[src/rtl/seg_pkg.sv]
// Shared 7-segment definitions for the display driver and the scan-capture monitor.
// The segment table is active-low, ordered {g,f,e,d,c,b,a}, and indexed by nibble value.
package seg_pkg;

    typedef logic [6:0] seg_n_t;
    typedef logic [3:0] nib_t;

    localparam seg_n_t SEG_BLANK_N = 7'h7F;

    localparam seg_n_t SEG_LUT [16] = '{
        7'h40, 7'h79, 7'h24, 7'h30, 7'h19, 7'h12, 7'h02, 7'h78,
        7'h00, 7'h10, 7'h08, 7'h03, 7'h46, 7'h21, 7'h06, 7'h0E
    };

    typedef struct packed {
        logic hit;    // pattern is one of the 16 glyphs
        logic blank;  // pattern is all segments off
        nib_t nib;    // decoded value, 0 unless hit
    } seg_dec_t;

    function automatic seg_dec_t seg_decode(input seg_n_t seg_n);
        seg_dec_t d;
        d.hit   = 1'b0;
        d.blank = (seg_n == SEG_BLANK_N);
        d.nib   = '0;
        for (int i = 0; i < 16; i++) begin
            if (seg_n == SEG_LUT[i]) begin
                d.hit = 1'b1;
                d.nib = nib_t'(i);
            end
        end
        return d;
    endfunction

endpackage

[src/rtl/seg_pattern_decode.sv]
// Combinational classification of one settled bus sample: the segment glyph, and
// whether the anode word selects exactly one digit, no digit, or several.
module seg_pattern_decode
    import seg_pkg::*;
(
    input  logic [7:0] anode_n,
    input  seg_n_t     seg_n,
    output seg_dec_t   dec,
    output logic [2:0] idx,
    output logic       anode_ok,
    output logic       anode_idle
);

    assign dec        = seg_decode(seg_n);
    assign anode_idle = &anode_n;
    assign anode_ok   = ($countones(~anode_n) == 1);

    // idx is only meaningful when anode_ok; the loop keeps it latch-free otherwise.
    always_comb begin
        idx = '0;
        for (int i = 0; i < 8; i++) begin
            if (!anode_n[i]) idx = 3'(i);
        end
    end

endmodule

[src/rtl/seg_scan_capture.sv]
// Receive side of the multiplexed 8-digit 7-segment bus: waits for each digit slot to
// settle, decodes it, keeps the recovered digits and streams every capture out.
module seg_scan_capture
    import seg_pkg::*;
#(
    parameter int STABLE_CYCLES = 4,
    parameter int SYNC_STAGES   = 2
) (
    input  logic        clk,
    input  logic        rst_n,
    input  logic [7:0]  anode_n,
    input  logic [6:0]  seg_n,
    output logic        cap_valid,
    input  logic        cap_ready,
    output logic [2:0]  cap_idx,
    output logic [3:0]  cap_nib,
    output logic        cap_blank,
    output logic [31:0] digits,
    output logic        frame_done,
    output logic        seg_err,
    output logic        anode_err,
    output logic        overflow,
    input  logic        err_clr
);

    localparam int            CW      = (STABLE_CYCLES > 1) ? $clog2(STABLE_CYCLES) : 1;
    localparam logic [CW-1:0] CNT_MAX = CW'(STABLE_CYCLES - 1);

    typedef struct packed {
        logic [7:0] anode_n;
        seg_n_t     seg_n;
    } bus_t;

    bus_t bus_in;
    bus_t sample;
    bus_t prev;

    assign bus_in = '{anode_n: anode_n, seg_n: seg_n};

    generate
        if (SYNC_STAGES == 0) begin : g_nosync
            assign sample = bus_in;
        end else begin : g_sync
            bus_t sync_q [SYNC_STAGES];
            // NOTE: the synchroniser and compare register reset to the idle bus (all high),
            // so the first settle after reset is a harmless blanking interval, not an error.
            always_ff @(posedge clk or negedge rst_n) begin
                if (!rst_n) begin
                    for (int i = 0; i < SYNC_STAGES; i++) sync_q[i] <= '1;
                end else begin
                    sync_q[0] <= bus_in;
                    for (int i = 1; i < SYNC_STAGES; i++) sync_q[i] <= sync_q[i-1];
                end
            end
            assign sample = sync_q[SYNC_STAGES-1];
        end
    endgenerate

    logic          changed;
    logic [CW-1:0] cnt;
    logic [CW-1:0] cnt_next;
    logic          evt_q;

    assign changed = (sample != prev);

    // NOTE: every variable driven here gets a default first so no latch is inferred.
    always_comb begin
        cnt_next = cnt;
        if (changed)             cnt_next = '0;
        else if (cnt != CNT_MAX) cnt_next = cnt + CW'(1);
    end

    // NOTE: sequential state uses non-blocking assignments only, so every flop samples
    // the pre-edge values regardless of statement order.
    always_ff @(posedge clk or negedge rst_n) begin
        if (!rst_n) begin
            prev  <= '1;
            cnt   <= '0;
            evt_q <= 1'b0;
        end else begin
            prev  <= sample;
            cnt   <= cnt_next;
            // One pulse on the transition into saturation, never while already saturated.
            evt_q <= (cnt_next == CNT_MAX) && (changed || (cnt != CNT_MAX));
        end
    end

    seg_dec_t   dec;
    logic [2:0] dec_idx;
    logic       anode_ok;
    logic       anode_idle;

    seg_pattern_decode u_decode (
        .anode_n   (prev.anode_n),
        .seg_n     (prev.seg_n),
        .dec       (dec),
        .idx       (dec_idx),
        .anode_ok  (anode_ok),
        .anode_idle(anode_idle)
    );

    logic       good;
    logic       cap_evt;
    logic       seg_evt;
    logic       anode_evt;
    logic       stalled;
    logic [7:0] mask;
    logic       mask_full;

    assign good      = dec.hit | dec.blank;
    assign cap_evt   = evt_q && anode_ok && good;
    assign seg_evt   = evt_q && anode_ok && !good;
    assign anode_evt = evt_q && !anode_ok && !anode_idle;
    assign stalled   = cap_valid && !cap_ready;
    assign mask_full = &mask;

    always_ff @(posedge clk or negedge rst_n) begin
        if (!rst_n) begin
            cap_valid  <= 1'b0;
            cap_idx    <= '0;
            cap_nib    <= '0;
            cap_blank  <= 1'b0;
            digits     <= '0;
            mask       <= '0;
            frame_done <= 1'b0;
            seg_err    <= 1'b0;
            anode_err  <= 1'b0;
            overflow   <= 1'b0;
        end else begin
            frame_done <= mask_full;
            mask       <= (mask_full ? 8'h00 : mask) | (cap_evt ? (8'd1 << dec_idx) : 8'h00);

            if (cap_evt && dec.hit) digits[{dec_idx, 2'b00} +: 4] <= dec.nib;

            // A capture arriving while the consumer stalls is dropped; the held one stays intact.
            if (cap_evt && !stalled) begin
                cap_valid <= 1'b1;
                cap_idx   <= dec_idx;
                cap_nib   <= dec.nib;
                cap_blank <= dec.blank;
            end else if (cap_ready) begin
                cap_valid <= 1'b0;
            end

            // A new error in the same cycle as err_clr keeps its flag set.
            seg_err   <= seg_evt                | (seg_err   && !err_clr);
            anode_err <= anode_evt              | (anode_err && !err_clr);
            overflow  <= (cap_evt && stalled)   | (overflow  && !err_clr);
        end
    end

endmodule
[config.mk]
export PLATFORM = sky130hd
export DESIGN_NAME = seg_scan_capture
export DESIGN_NICKNAME = d
export VERILOG_FILES = /design/src/rtl/seg_pkg.sv /design/src/rtl/seg_pattern_decode.sv /design/src/rtl/seg_scan_capture.sv
export SDC_FILE = /design/constraint.sdc
export NUM_CORES = 1
export LEC_CHECK = 0
export BUFFER_PORTS_ARGS = -buffer_cell sky130_fd_sc_hd__buf_2
export CORE_MARGIN = 2
export CORE_UTILIZATION = 31
export CTS_BUF_LIST = sky130_fd_sc_hd__clkbuf_16
export DETAILED_ROUTE_END_ITERATION = 10
export PLACE_DENSITY = 0.61
export SKIP_LAST_GASP = 1
export SLEW_MARGIN = 20
export SYNTH_ARGS = -nofsm -noshare
export SYNTH_HDL_FRONTEND = slang
export SYNTH_SLANG_ARGS = --single-unit
[constraint.sdc]
create_clock -name clk -period 3.99 [get_ports clk]
set_clock_uncertainty 0.15 [all_clocks]
set_input_delay 0.399 -clock clk [delete_from_list [all_inputs] [get_ports clk]]
set_output_delay 0.399 -clock clk [all_outputs]
set_load 0.02 [all_outputs]
# After elaboration in Yosys (flattened, before gate mapping)
# Cells that the tools add are included.
[op_classes]
addsub = 9
n_eq_ne = 20
shifts = 3
muxes = 45
bitwise_logic = 6
reduce_logical = 24
[op_table]
columns = ["cell", "n"]
rows = [
  ["$add A32 B32 Y32", 3],
  ["$eq A7 B7 Y1 const B", 5],
  ["$bwmux W32", 1],
  ["$eq A32 B2 Y1 const B", 1],
  ["$mux W4", 8],
  ["$shift A4 B7 Y32 const A", 1],
  ["$shiftx A4 B7 Y32", 1],
  ["$mux W3", 8],
  ["$eq A7 B5 Y1 const B", 3],
  ["$eq A7 B6 Y1 const B", 3],
  ["$mux W1", 20],
  ["$mux W8", 2],
  ["$reduce_and A8 Y1", 2],
  ["$ne A15 B15 Y1", 1],
  ["$eq A7 B2 Y1 const B", 2],
  ["$eq A7 B4 Y1 const B", 2],
  ["$logic_and A1 B1 Y1", 13],
  ["$mux W2", 6],
  ["$add A1 B1 Y2", 4],
  ["$not A8 Y8", 1],
  ["$or A8 B8 Y8", 1],
  ["$shl A1 B3 Y8 const A", 1],
  ["$eq A7 B3 Y1 const B", 1],
  ["$logic_not A7 Y1", 1],
  ["other kinds (8)", 16],
]
[word_totals]
regBits = 101
input_bits = 19
word_cells = 125

# Depth between registers and ports, before layout
# Gate-level depths: netlist (run 1).
[depth]
depth_word = 21
depth_mapped = 15

# Cells and area by module
# A second synthesis (run 1) with hierarchy kept.
[hier_totals]
hier_cells = 316
hier_area_um2 = 4246.6
[by_module_without_submodules]
columns = ["mod", "n_inst", "cells_each", "area_per_inst_um2"]
rows = [
  ["seg_scan_capture", 1, 222, 3604.7],
  ["seg_pattern_decode", 1, 94, 641.9],
]

# Worst setup path before layout (run 1)
# OpenSTA, ideal clock, no wires.
[synth_timing]
kind = "flip-flop to flip-flop"
startpoint = "register prev[13] in the netlist's numbering"
endpoint = "register digits[8]"
t_arrival_ns = 3.942
t_required_ns = 3.712
slack_ns = -0.230
path_stages_with_launch = 16
cell_sequence = "dfstp_2 -> inv_1 -> ha_1 -> inv_1 -> fa_1 -> inv_1 -> fa_1 -> ha_1 -> fa_1 -> nor4b_2 -> and2_1 -> buf_4 -> nand2_1 -> or3_1 -> nor2_2 -> mux2_1"
[synth_via]
elab_chain_len = 8
elab_cells_between_ends = 14
cone_classes = "add/sub (4); eq/ne (1); shift (2); mux (3); bitwise (1); reduce/logical (3)"
[synth_rtl]
columns = ["element", "line_no", "text"]
rows = [
  ["start: declaration", "seg_scan_capture.sv:36", "bus_t prev;"],
  ["start signal: assignment", "seg_scan_capture.sv:81", "prev <= sample;"],
  ["$not A8 Y8", "seg_pattern_decode.sv:16", "assign anode_ok = ($countones(~anode_n) == 1);"],
  ["$add A1 B1 Y2 (not written as such)", "seg_pattern_decode.sv:16", ""],
  ["$add A32 B32 Y32 (not written as such) (2 in series)", "seg_pattern_decode.sv:16", ""],
  ["$eq A32 B2 Y1", "seg_pattern_decode.sv:16", ""],
  ["$logic_and A1 B1 Y1 (2 in series)", "seg_scan_capture.sv:111", "assign cap_evt = evt_q && anode_ok && good;"],
  ["$logic_and A1 B1 Y1", "seg_scan_capture.sv:133", "if (cap_evt && dec.hit) digits[{dec_idx, 2'b00} +: 4] <= dec.nib;"],
  ["end signal: indexed assignment", "seg_scan_capture.sv:133", ""],
  ["end: declaration", "seg_scan_capture.sv:18", "output logic [31:0] digits,"],
]
# Parallel ways exist; a longest one is shown, timed or not.
# A chain may end at the register's enable or synchronous reset.

# Worst setup path in the final report (run 1)
[layout_timing]
startpoint = "register prev[11] in the netlist's numbering"
endpoint = "register digits[8]"
# Same word-level chain as after synthesis.

==> flow_summary.yaml, run 1 <==
worst_setup_path:
  critPathRequiredTime_ps: 4070
  worstSetupEndpointType: "register"
  worstPathMaxFanout: 4
  cp-startpoint: "prev[11]$_DFF_PN1_"
  worstSetupPathType: "register to register"
  cp-start-kind: "register"
  cp.arrival_ps: 4080
  timing.rr.start: "prev[11]$_DFF_PN1_"
power_and_ir_drop:
  vdd_drop_max_mv: 0.308
  swShare_pct: 23.4
  switching_power_uw: 502
  comb_power_share_pct: 9.5
  seqPwrFrac_pct: 50.8
  p_leak_uw: 0.00269
  p_int_uw: 1640
  power_density_nw_per_um2: 371
  clkPwrFrac_pct: 39.7
drt:
  wl_per_cell_um: 14.6
  viasPerCell: 4.74
  vias: 3083
  drtAntennaViolNets: 0
  drc: 0
  drt_iter0_drc: 247
  routed_wirelength_um: 9520
  first_pass_iters: 4
clock_tree:
  root_buffer: "clkbuf_16"
  clkLatencyLatePin_ps: 340
  clock-sinks: 101
  cts_buffers: 9
  cts.path.max_buffers: 2
  path_clk_slew_ps: 70
  cts_max_level: 3
  tritoncts: "yes"
synthesis:
  yosysTopAreaCellShare_pct: 31.0
  ys.flop_type: "dfrtp_1"
  yosys-top-cells-count: "dfrtp_1 (56), dfstp_2 (45), inv_1 (30)"
  ys_top_cells_by_area: "dfrtp_1 (31%), dfstp_2 (26%), ha_1 (4.4%)"
  syn_area_sq_um: 4520
  synth.most_common_cell: "dfrtp_1"
  yosys_warnings: 0
  ys_types: 63
  synth_area_leader_cell: "dfrtp_1"
  ys_async_sr_fraction_pct: 100
  netlist_instances: 361
  syn-num-nets: 400
  avgSynthCellArea_sq_um: 12.5
  ys_seq_area_share_pct: 57.2
  ys_seq_elements: 101
  synth_edf_count: 0
layout:
  final_core_util_pct: 40.3
  fin_area_sq_um: 5790
  regArea_sq_um: 2580
  drive_gt1_share_pct: 44.3
  multi_input_comb_area_sq_um: 1890
  stdcell_count: 651
  fillCellCount: 1365
  antenna_cells: 0
  nets: 501
  area_delta_synth_final_pct: 28.0
die:
  initial_core_util_pct: 31.5
  row_count: 44
  ios: 64
  fp.dieH_um: 125
  die_area_sq_um: 15600
  core_area_sq_um: 14400
  chipWidth_um: 125
status:
  violations: "hold timing, setup timing"
  status: "complete, but fails checks"
sta:
  tightest_slew_ps: 765
  whs_ps: -65.4
  timing.fmax_mhz: 250
  setup_viol: 3
  slew_headroom_pct: 49.0
  fin_setup_tns_ps: -15.6
  setup_slack_ps: -9.34
  slew_viol_final: 0
  rsz0062_at_grt: "true"
  fin_crit_ps: 4000
  fin_crit_sh_pct: 100
  finalHoldViolCount: 54
placement:
  hpwl_um: 6830
  dp_slack_ps: -265
  gp_congestion: 0.775
  dp.cells: 615
  io_buffers: 63
  place_area_sq_um: 5200
global_route:
  overflow: 0
  grt_max_degree: 84
  grt_antenna_before_repair: 0
  grtUsageTotal_pct: 12.8
  grt_pass1_wl_um: 15900
  grt_pass1_vias: 3152
flow_run:
  cap_violations: 0
hold_path:
  hold_class: "input port to asynchronous set/reset pin"
[metal layers]
metal	up-vias	part of all wire, %	GRT usage [%]
met5	-	0	0
met3	5	4.5	4.04
met4	0	0.86	3.37
li1	1478	-	-
met1	1533	46	16.5
met2	67	49	20.9
[cell families (layout without fill, tap and decap cells)]
family	after synthesis	after routing	synth area share, %
AND/OR/NAND/NOR	98	98	13.8
multiplexers	15	15	4.04
XOR/XNOR	16	16	3.10
flip-flops	101	101	57.2
buffers and inverters	44	150	4.48
AO/OA/AOI/OAI	67	67	11.3
adder cells (fa/ha/maj)	20	20	6.20
[worst max-delay path: stages (launching register included)]
cell and delay, ps:
dfstp_2 540, inv_2 50, ha_4 150, fa_1 550, fa_1 430, ha_2 200
fa_1 470, nor4b_4 240, and2_4 230, nand2_4 60, or3_4 350, nor2_4 120
mux2_1 330
[layout make-up]
| class | instances | share of cell area [%] |
|---|---|---|
| clock buffer | 9 | 3.89 |
| clock inverter | 7 | 1.17 |
| inverter | 30 | 1.95 |
| multi-input combinational | 216 | 32.6 |
| sequential | 101 | 44.6 |
| tap | 184 | 3.98 |
| timing repair buffer | 104 | 11.8 |
[what timing repair did]
| action | 4_1_cts | 5_1_grt |
|---|---|---|
| setup endpoints to repair | 29 | 29 |
| setup buffers | 2 | 3 |
| gates cloned | 0 | 0 |
| pin swaps | 9 | 3 |
| resized for setup | 8 | 23 |
| endpoints found under the hold margin | 15 | 0 |
| hold buffers | 15 | 0 |
[stage by stage]
step / hold WS, ps / total power (uW)
floorplan: -46.6 / 1210
global placement: 196 / 1270
detailed placement: 197 / 1280
CTS: 137 / 2160
global route: 18.9 / 2250
finish: -65.4 / 2150
[power groups by stage]
stage	combinational, uW	sequential (uW)	clock (uW)
2_1_floorplan	112	1100	0
3_3_place_gp	164	1110	0
3_5_place_dp	171	1110	0
4_1_cts	184	1090	884
5_1_grt	228	1090	928
6_report	204	1090	852
[final timing paths]
kind                                                to  slack, ps  depth (start not counted)
max reg2reg                      digits[8]$_DFFE_PN0P_         -9                         12
max in group asynchronous  g_sync.sync_q[26]$_DFF_PN1_       2910                          2
min reg2reg                 g_sync.sync_q[5]$_DFF_PN1_        200                          0
min                                 overflow$_DFF_PN0_        -70                          1
min in group clk            g_sync.sync_q[5]$_DFF_PN1_        200                          0
max                              digits[8]$_DFFE_PN0P_         -9                         12
[flip-flops by register name (all words and copies together), names as in the netlist]
signal / flops
mask: 8
evt_q: 1
seg_err: 1
cap_idx: 3
anode_err: 1
digits: 32
prev: 15
cnt: 2
cap_valid: 1
overflow: 1
frame_done: 1
cap_nib: 4
g_sync.sync_q: 30
cap_blank: 1
[layout by cell type, fill, tap and decap left out, drive strengths merged, types with 3 or more instances in the layout]
cell and instances:
a21o 3, a21oi 8, a22o 8, a32o 8, and2 3, buf 89, clkbuf 9, clkinv 5
dfrtp 56, dfstp 45, dlygate4sd3 15, fa 4, ha 16, inv 31, mux2 14, nand2 13
nand2b 8, nand3 9, nand3b 6, nand4 5, nor2 14, nor3 12, nor4 5, nor4b 3
o21ai 22, or2 4, or3 4, or4 3, xor2 16
(Power assumes the default switching activity.)
==> run 2: changes to the inputs <==
Settings changed: CORE_ASPECT_RATIO set to 0.8.
==> flow_summary.yaml, run 2 (synthesis gave the netlist of run 1 again) <==
layout:
  stdcell_count: 651
  final_core_util_pct: 40.7
  nets: 501
  largest-register: "digits"
  fin_area_sq_um: 5800
  reg.largest.list: "digits: 32 flops, g_sync.sync_q: 30 flops, prev: 15 flops"
  area_delta_synth_final_pct: 28.2
  final_cell_mix: "buf_2 (62), dfrtp_1 (56), dfstp_2 (45), buf_4 (24), inv_1 (20)"
  largest_reg_flops: 32
  layout_commonest_cell: "buf_2"
  fillCellCount: 1354
  antenna_cells: 0
  drive_gt1_share_pct: 45.8
placement:
  hpwl_um: 7030
  place_area_sq_um: 5200
  dp.cells: 614
  io_buffers: 63
  gp_congestion: 0.819
global_route:
  grt_max_degree: 71
  grtUsageTotal_pct: 12.8
  grt_pass1_vias: 3084
  globalRouteMet1Util_pct: 17.8
  grt_pass1_wl_um: 15900
  use_met3_pct: 3.16
  overflow: 0
  grt_antenna_before_repair: 0
  grt_busiest_layer: "met2"
  met2_usage_pct: 19.8
drt:
  vias: 3118
  drt_iter0_drc: 151
  routed_wirelength_um: 9790
  first_pass_iters: 4
  wl_per_cell_um: 15.0
  drtAntennaViolNets: 0
  viasPerCell: 4.79
  drc: 0
clock_tree:
  cts.path.max_buffers: 2
  tritoncts: "yes"
  cts_buffers: 9
  path_clk_slew_ps: 70
  clkLatencyLatePin_ps: 350
  root_buffer: "clkbuf_16"
  clock-sinks: 101
  cts_max_level: 3
die:
  row_count: 39
  ios: 64
  chipWidth_um: 139
  fp.dieH_um: 112
  initial_core_util_pct: 31.7
  core_area_sq_um: 14200
  die_area_sq_um: 15600
sta:
  whs_ps: 10.0
  fin_crit_ps: 4060
  rsz0062_at_grt: "true"
  slew_headroom_pct: 44.0
  fin_crit_sh_pct: 102
  setup_viol: 8
  setup_slack_ps: -73.3
  tightest_slew_ps: 840
  finalHoldViolCount: 0
  fin_setup_tns_ps: -392
  slew_viol_final: 0
  timing.fmax_mhz: 246
power_and_ir_drop:
  vdd_drop_max_mv: 0.210
  power_density_nw_per_um2: 370
  p_leak_uw: 0.00269
flow_run:
  cap_violations: 0
hold_path:
  hold_class: "input port to asynchronous set/reset pin"
worst_setup_path:
  worstSetupPathType: "register to register"
  critPathRequiredTime_ps: 4050
  cp.arrival_ps: 4130
  cp-start-kind: "register"
  worstPathMaxFanout: 5
  worstSetupEndpointType: "register"
status:
  status: "complete, but fails checks"
  violations: "setup timing"
-- run 2: report_power, final --
| group | leakage, uW | internal (uW) | total, uW | switching [uW] |
|---|---|---|---|---|
| clock | 0.000145 | 437 | 841 | 404 |
| sequential | 0.00125 | 1070 | 1090 | 24.9 |
| combinational | 0.00130 | 96.8 | 211 | 114 |
-- run 2: worst paths after layout --
kind | slack, ps | from | endpoint | cells after the start
setup / recovery | -70 | prev[11]$_DFF_PN1_ | digits[19]$_DFFE_PN0P_ | 12
hold / removal | 10 | rst_n | cap_nib[0]$_DFFE_PN0P_ | 1
setup reg to reg | -70 | prev[11]$_DFF_PN1_ | digits[19]$_DFFE_PN0P_ | 12
hold reg to reg | 210 | g_sync.sync_q[19]$_DFF_PN1_ | g_sync.sync_q[4]$_DFF_PN1_ | 0
max in group asynchronous | 2930 | rst_n | mask[1]$_DFF_PN0_ | 2
min in group clk | 210 | g_sync.sync_q[19]$_DFF_PN1_ | g_sync.sync_q[4]$_DFF_PN1_ | 0
-- run 2: area by class of cell --
cell class | count | area [sq um] | share of cell area (%)
clock buffers | 9 | 225 | 3.89
clock inverters | 7 | 65.1 | 1.12
inverters | 30 | 113 | 1.94
multi-input cells | 216 | 1900 | 32.7
flip-flops and latches | 101 | 2580 | 44.6
well taps | 184 | 230 | 3.97
repair buffers | 104 | 683 | 11.8
-- run 2: critical path: stages (launching register included) --
cell	delay, ps
dfstp_2	540
inv_2	50
ha_4	150
fa_1	550
fa_1	420
ha_2	200
fa_1	480
nor4b_4	280
and2_4	240
nand2_4	70
or4_4	510
o21ai_0	180
o21ai_0	120
-- run 2: metrics by stage --
stage / setup WS (ps) / total power, uW
finish: -73.3 / 2140
global route: -195 / 2240
CTS: -6.85 / 2150
detailed placement: -277 / 1280
global placement: -159 / 1280
floorplan: -192 / 1210
-- run 2: repair_timing --
action                                  in CTS  in global routing
pin swaps                                    9                  5
hold buffers                                15                  0
endpoints found under the setup margin      29                 32
hold endpoints to repair                    15                  0
setup buffers                                2                  4
gates resized for setup                      6                 29
-- run 2: layer usage --
layer | wire length [um] | vias up
met4 | 197 | 0
met5 | 0 | -
met3 | 409 | 17
met2 | 4460 | 71
li1 | - | 1470
met1 | 4720 | 1560
==> run 3: changes to the inputs <==
Settings changed: PLACE_DENSITY 0.61 to 0.6, SYNTH_HIERARCHICAL set to 1.
Clock period 3.99 ns to 4.6 ns, I/O delays scaled along.
==> flow_summary.yaml, run 3 <==
layout:
  nets: 428
  drive_gt1_share_pct: 49.9
  stdcell_count: 579
  reg.largest.list: "digits: 32 flops, g_sync.sync_q: 30 flops, prev: 15 flops"
  final_cell_mix: "buf_2 (62), dfrtp_1 (56), dfstp_2 (45), mux2_2 (32), inv_1 (20)"
  antenna_cells: 0
  fin_area_sq_um: 5190
  layout_commonest_cell: "buf_2"
  area_delta_synth_final_pct: 22.3
  largest-register: "digits"
  largest_reg_flops: 32
synthesis:
  syn_area_sq_um: 4250
  yosysTopAreaCellShare_pct: 33.0
  syn-num-nets: 350
  ys_seq_area_share_pct: 60.8
  yosys_warnings: 6
  ys.flop_type: "dfrtp_1"
  ys_seq_elements: 101
  netlist_instances: 316
  ys_types: 51
  synth.most_common_cell: "dfrtp_1"
  ys_top_cells_by_area: "dfrtp_1 (33%), dfstp_2 (28%), mux2_2 (11%)"
  yosys-top-cells-count: "dfrtp_1 (56), dfstp_2 (45), mux2_2 (40)"
  ys_async_sr_fraction_pct: 100
  synth_area_leader_cell: "dfrtp_1"
  synth_edf_count: 0
  avgSynthCellArea_sq_um: 13.4
die:
  ios: 64
  fp.dieH_um: 109
  row_count: 38
  initial_core_util_pct: 31.6
  die_area_sq_um: 14700
  chipWidth_um: 135
  core_area_sq_um: 13500
drt:
  drt_iter0_drc: 88
  first_pass_iters: 4
  viasPerCell: 4.57
  routed_wirelength_um: 8090
  drc: 0
  wl_per_cell_um: 14.0
  vias: 2648
  drtAntennaViolNets: 0
global_route:
  grt_pass1_wl_um: 13600
  grtUsageTotal_pct: 12.0
  grt_pass1_vias: 2705
  grt_antenna_before_repair: 0
  overflow: 0
  grt_max_degree: 78
worst_setup_path:
  worstPathMaxFanout: 4
  path_buf_inv: 2
  rr_worst_depth: 14
  cp-startpoint: "prev[8]$_DFF_PN1_"
  cp-endpoint: "digits[19]$_DFFE_PN0P_"
  worstSetupPathType: "register to register"
  timing.rr.start: "prev[8]$_DFF_PN1_"
  crit_top_cell: "fa_1"
  cpMaxStageDelayCell: "fa_1"
  slowest_delay_ps: 550
  cp.arrival_ps: 4640
  r2r-end: "digits[19]$_DFFE_PN0P_"
  critPathRequiredTime_ps: 4680
  crit_chain: "inv_2 > fa_1 > fa_1 > fa_1 > ha_2 > inv_2 > fa_2 > a2111oi_4 > a21oi_2 > nor2_2 > nand3_2 > or4_4 > nor2_4 > mux2_2"
  worstSetupEndpointType: "register"
  cp-start-kind: "register"
  cp_num_cells: 14
  r2r_slack_ps: 30
  timing.critical_path.max_delay_family: "adder cells"
sta:
  slew_viol_final: 0
  timing.fmax_mhz: 219
  fin_crit_ps: 4570
  rsz0062_at_grt: "true"
  fin_crit_sh_pct: 99.3
  finalHoldViolCount: 0
  setup_viol: 0
  tightest_slew_ps: 1060
  slew_headroom_pct: 29.1
clock_tree:
  ctsHoldBuffers: 0
  clkLatencyLatePin_ps: 340
  root_buffer: "clkbuf_16"
  cts_buffers: 9
  cts_max_level: 3
  path_clk_slew_ps: 70
  clock-sinks: 101
  cts.path.max_buffers: 2
  tritoncts: "yes"
power_and_ir_drop:
  vdd_drop_max_mv: 0.201
  p_leak_uw: 0.00251
  power_density_nw_per_um2: 344
placement:
  dp.cells: 560
  io_buffers: 63
  hpwl_um: 5790
  place_area_sq_um: 4820
  gp_congestion: 0.783
hold_path:
  holdCritStartpoint: "seg_n[6]"
  hold_class: "input port to register"
status:
  status: "completed"
flow_run:
  cap_violations: 0
run 3: changes by cell type in the layout (fill, tap and decap cells not counted), moves of 4 or more:
cell and change:
mux2_2 +27, dlygate4sd3_1 -15, buf_4 -11, inv_2 -8
o21ai_0 -7, nor3_2 -6, a32o_1 -5, nand3_1 -5
nor2_1 +5, o21ai_1 -5, nand2_1 -4, nor2b_1 +4
run 3: area by class of cell:
| cell class | instances | area (sq um) |
|---|---|---|
| timing repair buffer | 76 | 428 |
| multi-input combinational | 184 | 1600 |
| inverter | 22 | 82.6 |
| clock buffer | 9 | 225 |
| tap | 180 | 225 |
| fill | 1294 | 8260 |
| sequential | 101 | 2580 |
| clock inverter | 7 | 47.5 |
run 3: worst reg2reg max path: stages (launching register included):
cell       delay [ps]
dfstp_2           540
inv_2              40
fa_1              550
fa_1              430
fa_1              520
ha_2              190
inv_2              40
fa_2              370
a2111oi_4         240
a21oi_2            60
nor2_2            150
nand3_2           100
or4_4             560
nor2_4            190
mux2_2            350
run 3: how the worst min path moves through the flow:
stage | slack (ps) | cells after the start | to
2_1_floorplan | 10 | 0 | anode_err$_DFF_PN0_
3_3_place_gp | 200 | 0 | g_sync.sync_q[14]$_DFF_PN1_
3_5_place_dp | 200 | 0 | g_sync.sync_q[4]$_DFF_PN1_
4_1_cts | 40 | 1 | g_sync.sync_q[25]$_DFF_PN1_
5_1_grt | 40 | 1 | g_sync.sync_q[19]$_DFF_PN1_
6_report | 60 | 1 | g_sync.sync_q[21]$_DFF_PN1_
run 3: timing repair:
action / CTS / global route
endpoints found under the setup margin: 28 / 36
pin swaps: 12 / 7
buffers inserted: 2 / 1
cloned: 0 / 0
gates resized for setup: 13 / 9
run 3: kinds of logic after synthesis:
group,after synthesis,synth area share (%)
compound gates,38,6.57
xor+xnor,17,3.51
fa+ha+maj,15,5.13
buf+inv,31,3.18
flops,101,60.8
mux,40,10.6
simple gates,74,10.2
run 3: metrics by stage:
stage               hold WS, ps  power (uW)  util [%]  worst slack, ps  setup TNS [ps]
floorplan                  14.4        1030         -             36.9               0
global placement            197        1080      35.9            -34.1            -387
CTS                        43.8        1810      38.3            -54.7            -546
global route               45.0        1880      38.6             -150           -2290
detailed placement          197        1080      35.9             -144           -2090
finish                     61.5        1780      38.6             33.2               0
run 3: routing by layer:
metal	global-route usage, %	up-vias	share of wire (%)
met5	0	-	0
met4	4.44	0	1.5
met3	3.49	10	6.4
met2	18.7	91	46
met1	16.0	1293	46
li1	-	1254	-
run 3: report_power, final:
part | internal, uW | total [uW] | switching, uW
clock | 369 | 689 | 319
combinational | 63.5 | 148 | 84.0
sequential | 925 | 949 | 23.5
